<file path="config.mk">
export PLATFORM = sky130hd
export DESIGN_NAME = bsg_axil_nto1_arbiter
export DESIGN_NICKNAME = d
export VERILOG_FILES = /design/src/rtl/bsg_axil_nto1_arbiter.sv
export SDC_FILE = /design/constraint.sdc
export NUM_CORES = 1
export LEC_CHECK = 0
export BUFFER_PORTS_ARGS = -buffer_cell sky130_fd_sc_hd__buf_2
export CAP_MARGIN = 20
export CORE_AREA = 2 2 240 242
export CTS_CLUSTER_DIAMETER = 200
export DETAILED_ROUTE_END_ITERATION = 7
export DIE_AREA = 0 0 242 244
export PLACE_DENSITY = 0.41
export SYNTH_ARGS = -nofsm -noshare
export SYNTH_HDL_FRONTEND = slang
export SYNTH_SLANG_ARGS = --single-unit
export TNS_END_PERCENT = 10
</file>
<file path="constraint.sdc">
create_clock -name clk_i -period 2.35 [get_ports clk_i]
set_clock_uncertainty 0.1 [all_clocks]
set_input_delay 0.235 -clock clk_i [delete_from_list [all_inputs] [get_ports clk_i]]
set_output_delay 0.235 -clock clk_i [all_outputs]
set_load 0.01 [all_outputs]
</file>
<file path="src/rtl/bsg_axil_nto1_arbiter.sv">
// N-to-1 AXI4-Lite arbiter: independent write and read engines, one transaction
// in flight each, requests registered on grant, responses routed to the granted port.

module bsg_axil_nto1_rr_arb #(
  parameter int num_p   = 3,
  parameter int rr_p    = 1,
  parameter int idx_w_p = 2
) (
  input  logic               clk_i,
  input  logic               reset_i,
  input  logic [num_p-1:0]   req_i,
  input  logic               yumi_i,
  output logic               v_o,
  output logic [idx_w_p-1:0] idx_o
);
  logic [idx_w_p-1:0] last_r, cand;

  // Fixed priority is round-robin with the pointer pinned to the last port.
  always_comb begin
    v_o   = 1'b0;
    idx_o = '0;
    cand  = (rr_p != 0) ? last_r : idx_w_p'(num_p-1);
    for (int i = 0; i < num_p; i++) begin
      cand = (cand == idx_w_p'(num_p-1)) ? '0 : cand + 1'b1;
      if (!v_o && req_i[cand]) begin
        v_o   = 1'b1;
        idx_o = cand;
      end
    end
  end

  always_ff @(posedge clk_i) begin
    if (reset_i)     last_r <= idx_w_p'(num_p-1);
    else if (yumi_i) last_r <= idx_o;
  end
endmodule

module bsg_axil_nto1_arbiter #(
  parameter int num_s_p      = 3,
  parameter int addr_width_p = 32,
  parameter int data_width_p = 32,
  parameter int rr_p         = 1
) (
  input  logic clk_i,
  input  logic reset_i,

  input  logic [num_s_p-1:0][addr_width_p-1:0]   s_awaddr_i,
  input  logic [num_s_p-1:0][2:0]                s_awprot_i,
  input  logic [num_s_p-1:0]                     s_awvalid_i,
  output logic [num_s_p-1:0]                     s_awready_o,
  input  logic [num_s_p-1:0][data_width_p-1:0]   s_wdata_i,
  input  logic [num_s_p-1:0][data_width_p/8-1:0] s_wstrb_i,
  input  logic [num_s_p-1:0]                     s_wvalid_i,
  output logic [num_s_p-1:0]                     s_wready_o,
  output logic [num_s_p-1:0][1:0]                s_bresp_o,
  output logic [num_s_p-1:0]                     s_bvalid_o,
  input  logic [num_s_p-1:0]                     s_bready_i,
  input  logic [num_s_p-1:0][addr_width_p-1:0]   s_araddr_i,
  input  logic [num_s_p-1:0][2:0]                s_arprot_i,
  input  logic [num_s_p-1:0]                     s_arvalid_i,
  output logic [num_s_p-1:0]                     s_arready_o,
  output logic [num_s_p-1:0][data_width_p-1:0]   s_rdata_o,
  output logic [num_s_p-1:0][1:0]                s_rresp_o,
  output logic [num_s_p-1:0]                     s_rvalid_o,
  input  logic [num_s_p-1:0]                     s_rready_i,

  output logic [addr_width_p-1:0]   m_awaddr_o,
  output logic [2:0]                m_awprot_o,
  output logic                      m_awvalid_o,
  input  logic                      m_awready_i,
  output logic [data_width_p-1:0]   m_wdata_o,
  output logic [data_width_p/8-1:0] m_wstrb_o,
  output logic                      m_wvalid_o,
  input  logic                      m_wready_i,
  input  logic [1:0]                m_bresp_i,
  input  logic                      m_bvalid_i,
  output logic                      m_bready_o,
  output logic [addr_width_p-1:0]   m_araddr_o,
  output logic [2:0]                m_arprot_o,
  output logic                      m_arvalid_o,
  input  logic                      m_arready_i,
  input  logic [data_width_p-1:0]   m_rdata_i,
  input  logic [1:0]                m_rresp_i,
  input  logic                      m_rvalid_i,
  output logic                      m_rready_o
);
  localparam int idx_w_lp = (num_s_p > 1) ? $clog2(num_s_p) : 1;

  typedef enum logic [1:0] {W_IDLE, W_SEND, W_RESP} w_state_e;
  typedef enum logic [1:0] {R_IDLE, R_ADDR, R_DATA} r_state_e;

  w_state_e w_state;
  r_state_e r_state;
  logic [idx_w_lp-1:0] w_sel, r_sel, w_gnt_idx, r_gnt_idx;
  logic w_gnt_v, r_gnt_v, w_take, r_take, w_resp, r_data;

  assign w_take = (w_state == W_IDLE) & w_gnt_v & ~reset_i;
  assign r_take = (r_state == R_IDLE) & r_gnt_v & ~reset_i;
  assign w_resp = (w_state == W_RESP);
  assign r_data = (r_state == R_DATA);

  bsg_axil_nto1_rr_arb #(.num_p(num_s_p), .rr_p(rr_p), .idx_w_p(idx_w_lp)) w_arb (
    .clk_i(clk_i), .reset_i(reset_i), .req_i(s_awvalid_i & s_wvalid_i),
    .yumi_i(w_take), .v_o(w_gnt_v), .idx_o(w_gnt_idx));

  bsg_axil_nto1_rr_arb #(.num_p(num_s_p), .rr_p(rr_p), .idx_w_p(idx_w_lp)) r_arb (
    .clk_i(clk_i), .reset_i(reset_i), .req_i(s_arvalid_i),
    .yumi_i(r_take), .v_o(r_gnt_v), .idx_o(r_gnt_idx));

  for (genvar k = 0; k < num_s_p; k++) begin : port
    logic w_own, r_own;
    assign w_own          = w_resp & (w_sel == idx_w_lp'(k));
    assign r_own          = r_data & (r_sel == idx_w_lp'(k));
    assign s_awready_o[k] = w_take & (w_gnt_idx == idx_w_lp'(k));
    assign s_wready_o[k]  = s_awready_o[k];
    assign s_bvalid_o[k]  = w_own & m_bvalid_i;
    assign s_bresp_o[k]   = w_own ? m_bresp_i : 2'b00;
    assign s_arready_o[k] = r_take & (r_gnt_idx == idx_w_lp'(k));
    assign s_rvalid_o[k]  = r_own & m_rvalid_i;
    assign s_rdata_o[k]   = r_own ? m_rdata_i : '0;
    assign s_rresp_o[k]   = r_own ? m_rresp_i : 2'b00;
  end

  assign m_bready_o = w_resp & s_bready_i[w_sel];
  assign m_rready_o = r_data & s_rready_i[r_sel];

  // AW and W are released independently; the pending flags double as the valids.
  always_ff @(posedge clk_i) begin
    if (reset_i) begin
      w_state     <= W_IDLE;
      w_sel       <= '0;
      m_awvalid_o <= 1'b0;
      m_wvalid_o  <= 1'b0;
      m_awaddr_o  <= '0;
      m_awprot_o  <= '0;
      m_wdata_o   <= '0;
      m_wstrb_o   <= '0;
    end else begin
      unique case (w_state)
        W_IDLE: if (w_gnt_v) begin
          w_sel       <= w_gnt_idx;
          m_awaddr_o  <= s_awaddr_i[w_gnt_idx];
          m_awprot_o  <= s_awprot_i[w_gnt_idx];
          m_wdata_o   <= s_wdata_i[w_gnt_idx];
          m_wstrb_o   <= s_wstrb_i[w_gnt_idx];
          m_awvalid_o <= 1'b1;
          m_wvalid_o  <= 1'b1;
          w_state     <= W_SEND;
        end
        W_SEND: begin
          if (m_awready_i) m_awvalid_o <= 1'b0;
          if (m_wready_i)  m_wvalid_o  <= 1'b0;
          if ((~m_awvalid_o | m_awready_i) & (~m_wvalid_o | m_wready_i))
            w_state <= W_RESP;
        end
        W_RESP: if (m_bvalid_i & s_bready_i[w_sel]) w_state <= W_IDLE;
        default: w_state <= W_IDLE;
      endcase
    end
  end

  always_ff @(posedge clk_i) begin
    if (reset_i) begin
      r_state     <= R_IDLE;
      r_sel       <= '0;
      m_arvalid_o <= 1'b0;
      m_araddr_o  <= '0;
      m_arprot_o  <= '0;
    end else begin
      unique case (r_state)
        R_IDLE: if (r_gnt_v) begin
          r_sel       <= r_gnt_idx;
          m_araddr_o  <= s_araddr_i[r_gnt_idx];
          m_arprot_o  <= s_arprot_i[r_gnt_idx];
          m_arvalid_o <= 1'b1;
          r_state     <= R_ADDR;
        end
        R_ADDR: if (m_arready_i) begin
          m_arvalid_o <= 1'b0;
          r_state     <= R_DATA;
        end
        R_DATA: if (m_rvalid_i & s_rready_i[r_sel]) r_state <= R_IDLE;
        default: r_state <= R_IDLE;
      endcase
    end
  end
endmodule

</file>
==> Yosys cells after proc, flatten, opt, wreduce, memory -nomap -nowiden <==
Index checks and enable logic that the tools add are counted.
{ "totals": {"regBits": 121, "output_inout_bits": 234, "wordCells": 184} }
{ "classes": {"add_sub_neg": 6, "n_lt_le_gt_ge": 10, "eq_ne": 26, "mux": 71, "bitwise": 33, "reduce_logical": 23} }
{ "ops": {"columns": ["op", "n"], "rows": [
  ["binary-select mux 32 bit (select 2 bit)", 3],
  ["2-to-1 mux 32 bit", 6],
  ["2-to-1 mux 2 bit", 24],
  ["less-than comparator 2 x 3 -> 1 bit, second input constant", 10],
  ["bitwise AND 1 bit", 27],
  ["== test 2 bit, second input constant", 12],
  ["2-to-1 mux 1 bit", 19],
  ["binary-select mux 1 bit (select 2 bit)", 8],
  ["AND reduction 3 bit", 5],
  ["adder 2 x 1 -> 2 bit, second input constant", 6],
  ["binary-select mux 3 bit (select 2 bit)", 2],
  ["== test 2 x 1 -> 1 bit, second input constant", 6],
  ["zero test 2 bit", 6],
  ["!= test 2 bit, second input constant", 6],
  ["one-hot mux 2 bit (3 select lines)", 2],
  ["binary-select mux 4 bit (select 2 bit)", 1],
  ["2-to-1 mux 3 bit", 2],
  ["one-hot mux 1 bit (2 select lines)", 3],
  ["logical AND 1 bit", 4],
  ["zero test 1 bit", 4],
  ["2-to-1 mux 4 bit", 1],
  ["!= test 2 x 1 -> 1 bit, second input constant", 2],
  ["AND reduction 2 bit", 2],
  ["nonzero test 2 bit", 2],
  ["3 further kinds", 6]
]} }

==> Longest topological paths before layout <==
{ "logic_depth": {"depth_word": 14, "depth_mapped": 8, "mapped_depth_nobuf": 5} }

==> By module <==
A second synthesis with hierarchy kept.
{ "unflattened": {"cells_unflattened": 844, "hier_area_um2": 7764.9} }
{ "by_module_without_submodules": {"columns": ["mod", "n_inst", "cells_per_inst", "area_each_um2"], "rows": [
  ["bsg_axil_nto1_arbiter", 1, 816, 7512.2],
  ["bsg_axil_nto1_rr_arb", 2, 14, 126.4]
]} }

==> Worst setup path after synthesis <==
OpenSTA, ideal clock, no wires.
{ "synth_path": {"path_type": "register to output", "from": "register w_arb.last_r[1]", "to": "output port s_wready_o[0]", "t_arrival_ns": 1.669, "t_required_ns": 2.015, "path_slack_ns": 0.346, "path_stages_with_launch": 6, "path_buffers": 2, "path_cell_list": "dfxtp_1 -> or2_2 -> a21oi_4 -> buf_2 -> nor3b_1 -> buf_4"} }
{ "synth_between": {"elab_chain_cells": 14, "elab_cells_between_ends": 29, "cone_classes": "add/sub (3); eq/ne (3); mux (15); bitwise (3); reduce/logical (5)"} }
{ "synth_lines": {"columns": ["item", "line_no", "text"], "rows": [
  ["start, declared", "16", "logic [idx_w_p-1:0] last_r, cand;"],
  ["start signal, assigned", "33", "if (reset_i) last_r <= idx_w_p'(num_p-1);"],
  ["start signal, assigned", "34", "else if (yumi_i) last_r <= idx_o;"],
  ["adder 2 x 1 -> 2 bit or == test 2 bit (tied branches)", "24", "cand = (cand == idx_w_p'(num_p-1)) ? '0 : cand + 1'b1;"],
  ["2-to-1 mux 2 bit *", "24", null],
  ["branches (longest 11 deep; another with adder 2 x 1 -> 2 bit)", null, null],
  ["bitwise AND 1 bit *", "114", "assign s_awready_o[k] = w_take & (w_gnt_idx == idx_w_lp'(k));"],
  ["end, declared", "54", "output logic [num_s_p-1:0] s_wready_o,"]
]} }
Mark *: on every way between the ends. The select of a mux whose other input is x is not followed.

==> Worst setup path after layout <==
{ "layout_path": {"from": "register w_arb.last_r[1]", "to": "register m_wdata_o[21]"} }
{ "layout_between": {"elab_chain_cells": 13, "elab_cells_between_ends": 28, "cone_classes": "add/sub (3); eq/ne (3); mux (17); reduce/logical (5)"} }
{ "layout_lines": {"columns": ["item", "line_no", "text"], "rows": [
  ["adder 2 x 1 -> 2 bit or == test 2 bit (tied branches)", "24", null],
  ["2-to-1 mux 2 bit *", "24", null],
  ["branches (longest 11 deep; another with adder 2 x 1 -> 2 bit)", null, null],
  ["end signal, assigned", "144", "m_wdata_o <= s_wdata_i[w_gnt_idx];"],
  ["end, declared", "71", "output logic [data_width_p-1:0] m_wdata_o,"]
]} }
Marks and branches as above.
A chain may end at the register's enable or synchronous reset.

==> results.md <==
- Xor/xnor share of the synthesized area: 0%
- Num CTS Buffers: 17
- Layout Nets: 2067
- Max Transition Viols Final: 0
- Area share of the largest cell type after synthesis: a little under two fifths
- # setup viols final: 0
- Post-Synth Simple-Gate Area: between 20% and 30%
- Iteration-0 DRC Markers: between 300 and 400
- Die area: roughly 59000 um^2
- Crit-path max FO: 26
- Placed Instances: about 2100
- Syn Area/Cell: between 7 and 8 um^2
- Vias in the first global route: about 9900
- Endpoint type of the worst setup path: flip-flop
- H-tree lvl count: 4
- Die span in y: ~240 um
- Post-Route Setup TNS: 0 ns
- Maxcap violations: 0
- Finished Layout Cells: approximately 2500
- Most instantiated cells after synthesis: dfxtp_1 (121), and2_1 (105), o21ai_1 (100), nand2_1 (84), o21ai_0 (81)
- Power Density: between 500 and 600 nW/um^2
- Root buf cell: clkbuf_16
- Unrepaired setup endpoints after global routing: yes
- First-pass GRT wire length: roughly 57 mm
- Leading area contributor after synthesis: dfxtp_1
- Worst-Skew Late Latency: around 0.46 ns
- Crit path largest cell delay: around 0.57 ns
- Final Hold Fails: 0
- Initial antenna violation count: 6
- VDD IR-drop max: 0.538 mV
- Synth top area cells: dfxtp_1 (38%), and2_1 (10%), o21ai_1 (7.9%)
- Status: completed
- CTS clk-pin slew, worst paths: around 0.060 ns
- # port buffers: 609
- Total power draw: 7.76 mW
- Final Worst Setup Slack: between 0.04 and 0.05 ns
- EDFF count, synth: 0
- Area delta synth->final: 125%
- Startpoint types: flip-flop
- CP cell instances: buf_6 -> or2_4 -> a21oi_4 -> buf_12 -> clkbuf_16 -> o22ai_1 -> dlygate4sd3_1 -> o21ai_1
- Largest net degree at the start of global routing: between 70 and 80
- Synth Warn #: 0
- Largest family of logic cells by synthesized area: compound AO/OA/AOI/OAI gates
- CTS Sinks: approximately 120
- Post-synthesis register bit count: around 120
- HPWL reported at the end of detailed placement: 28.6 mm
- Slew headroom: between 60 and 70%
- Main synth FF type: dfxtp_1
- All-Layer GR Usage: between 10% and 20%
- TritonRoute pass-1 iters: 4
- Achievable clock frequency: about 430 MHz
- Netlist cell types: 43
- WS Path Type: reg -> reg
- Total Wirelength: just over 40 mm
- Worst-margin pin slew: around 0.54 ns
- Cell Area, Synth: between 6000 and 7000 um^2
- Ports: between 600 and 700
- Post-Synth Adder-Cell Area: 0%
- Seq/Total Area, Yosys: between 30% and 40%
- Mapped Nets: approximately 1200
- Final Wtd Congestion: 0.941
- Pre-CTS setup slack: -0.0710 ns
- Share of cells above drive strength 1: about 42%
- Compound-Gate Fraction of Synth Area: about 29%
- Critical-path top delay cell: dlygate4sd3_1
- Routed Antenna Nets: 0
- Number of remaining DRC errors: 0
- Core area: around 56000 um^2
- Mux contribution to synthesized area: a little under 6%
- CTS tree: done
- Synth async-reset ratio: 0%
- Cells after synthesis: 793
- P_leak: ~6.9 nW
- Via-to-Cell Ratio: approximately 3.9
- Min Tclk post-route: around 2.3 ns
- Die Span X: between 200 and 250 um
- Max Root-Sink Buffers: 2
- Initial cell density of the core: a little under an eighth
- Final period util: just under 100%
- GR Overflow Total: 0
- # rows: 87
- Count leader, synth: dfxtp_1
- WL per Instance: between 15 and 20 um
- Crit path required time: about 2.6 ns
- Vias: about 9600
- Data arrival time of the critical path: ~2.6 ns
- Min-Delay Path Class: in -> reg
- Fillers: 6037
-- power by group --
part           switching [mW]  internal, mW  leakage [nW]
Clock                    1.08          1.80         0.294
Combinational            1.15          1.26          5.64
Sequential              0.161          2.32         0.998
-- state kept, by name, indices dropped and copies added, names as in the netlist, 3 cells and up --
register	count
m_araddr_o	32
m_arprot_o	3
m_awaddr_o	32
m_awprot_o	3
m_wdata_o	32
m_wstrb_o	4
-- placed cells by master (no fill, tap or decap), drive strengths merged, types with 2 or more instances in the layout --
master,count
o21ai,181
or3,3
mux2i,37
a21oi,15
nand2b,4
clkinv,3
dlygate4sd3,287
bufinv,4
a31o,2
o22ai,72
clkbuf,25
o21bai,4
and2,105
nor3,11
nor4,3
inv,10
a22oi,36
clkinvlp,3
a22o,2
buf,655
dfxtp,121
nand2,84
nor2,21
or2,2
nor3b,2
-- final cells by class --
cell class              instances  area, um^2  share of cell area (%)
repair buffers                946        6580                    46.2
multi-input cells             596        3630                    25.5
flip-flops and latches        121        2420                    17.0
well taps                     756         946                    6.64
clock buffers                  21         450                    3.16
clock inverters                11         170                    1.19
inverters                       9        33.8                   0.237
diodes                          1        2.50                  0.0176
-- layer usage --
layer	routed length [um]	up-vias	track usage, %
met5	46	-	0
met1	15600	4410	12.8
li1	-	4649	-
met4	1580	8	6.97
met2	20200	487	22.9
met3	3030	71	4.28
-- logic make-up after synthesis --
kind of cell,after synthesis
AOI/OAI and AO/OA,318
buffers and inverters,76
DFF,121
muxes,37
and+or+nand+nor,241
-- worst max-delay path: cells and delay by family (launching register included) --
kind,cells,cell delay [ns]
flops,1,0.32
buf+inv,4,1.05
compound gates,3,0.52
simple gates,1,0.23
-- path summary, 6_finish.rpt --
path / start / endpoint / slack (ns) / depth (start not counted)
setup / recovery: w_arb.last_r[1] / m_wdata_o[21] / 0.04 / 8
setup reg to reg: w_arb.last_r[1] / m_wdata_o[21] / 0.04 / 8
hold reg to reg: m_wstrb_o[0] / m_wstrb_o[0] / 0.34 / 2
hold / removal: s_awaddr_i[13] / m_awaddr_o[13] / 0.06 / 3
-- timing repair --
action                                 in CTS  in global routing
setup buffers                               2                  6
cloned                                      0                  5
pin swaps                                   3                  6
hold buffers                              287                  0
endpoints found under the hold margin     112                  0
setup endpoints to repair                  41                 72
gates resized for setup                    16                 19
-- stage by stage --
step           instance area, um^2  utilization [%]  hold WS [ns]
4_1_cts                      14000             24.9       0.00156
6_report                     14200             25.4        0.0581
3_5_place_dp                 10400             18.5         0.335
5_1_grt                      14200             25.4        0.0250
3_3_place_gp                 10400             18.5         0.332
2_1_floorplan                 6330                -         0.258
No activity file was read; power rests on OpenSTA's default activity.
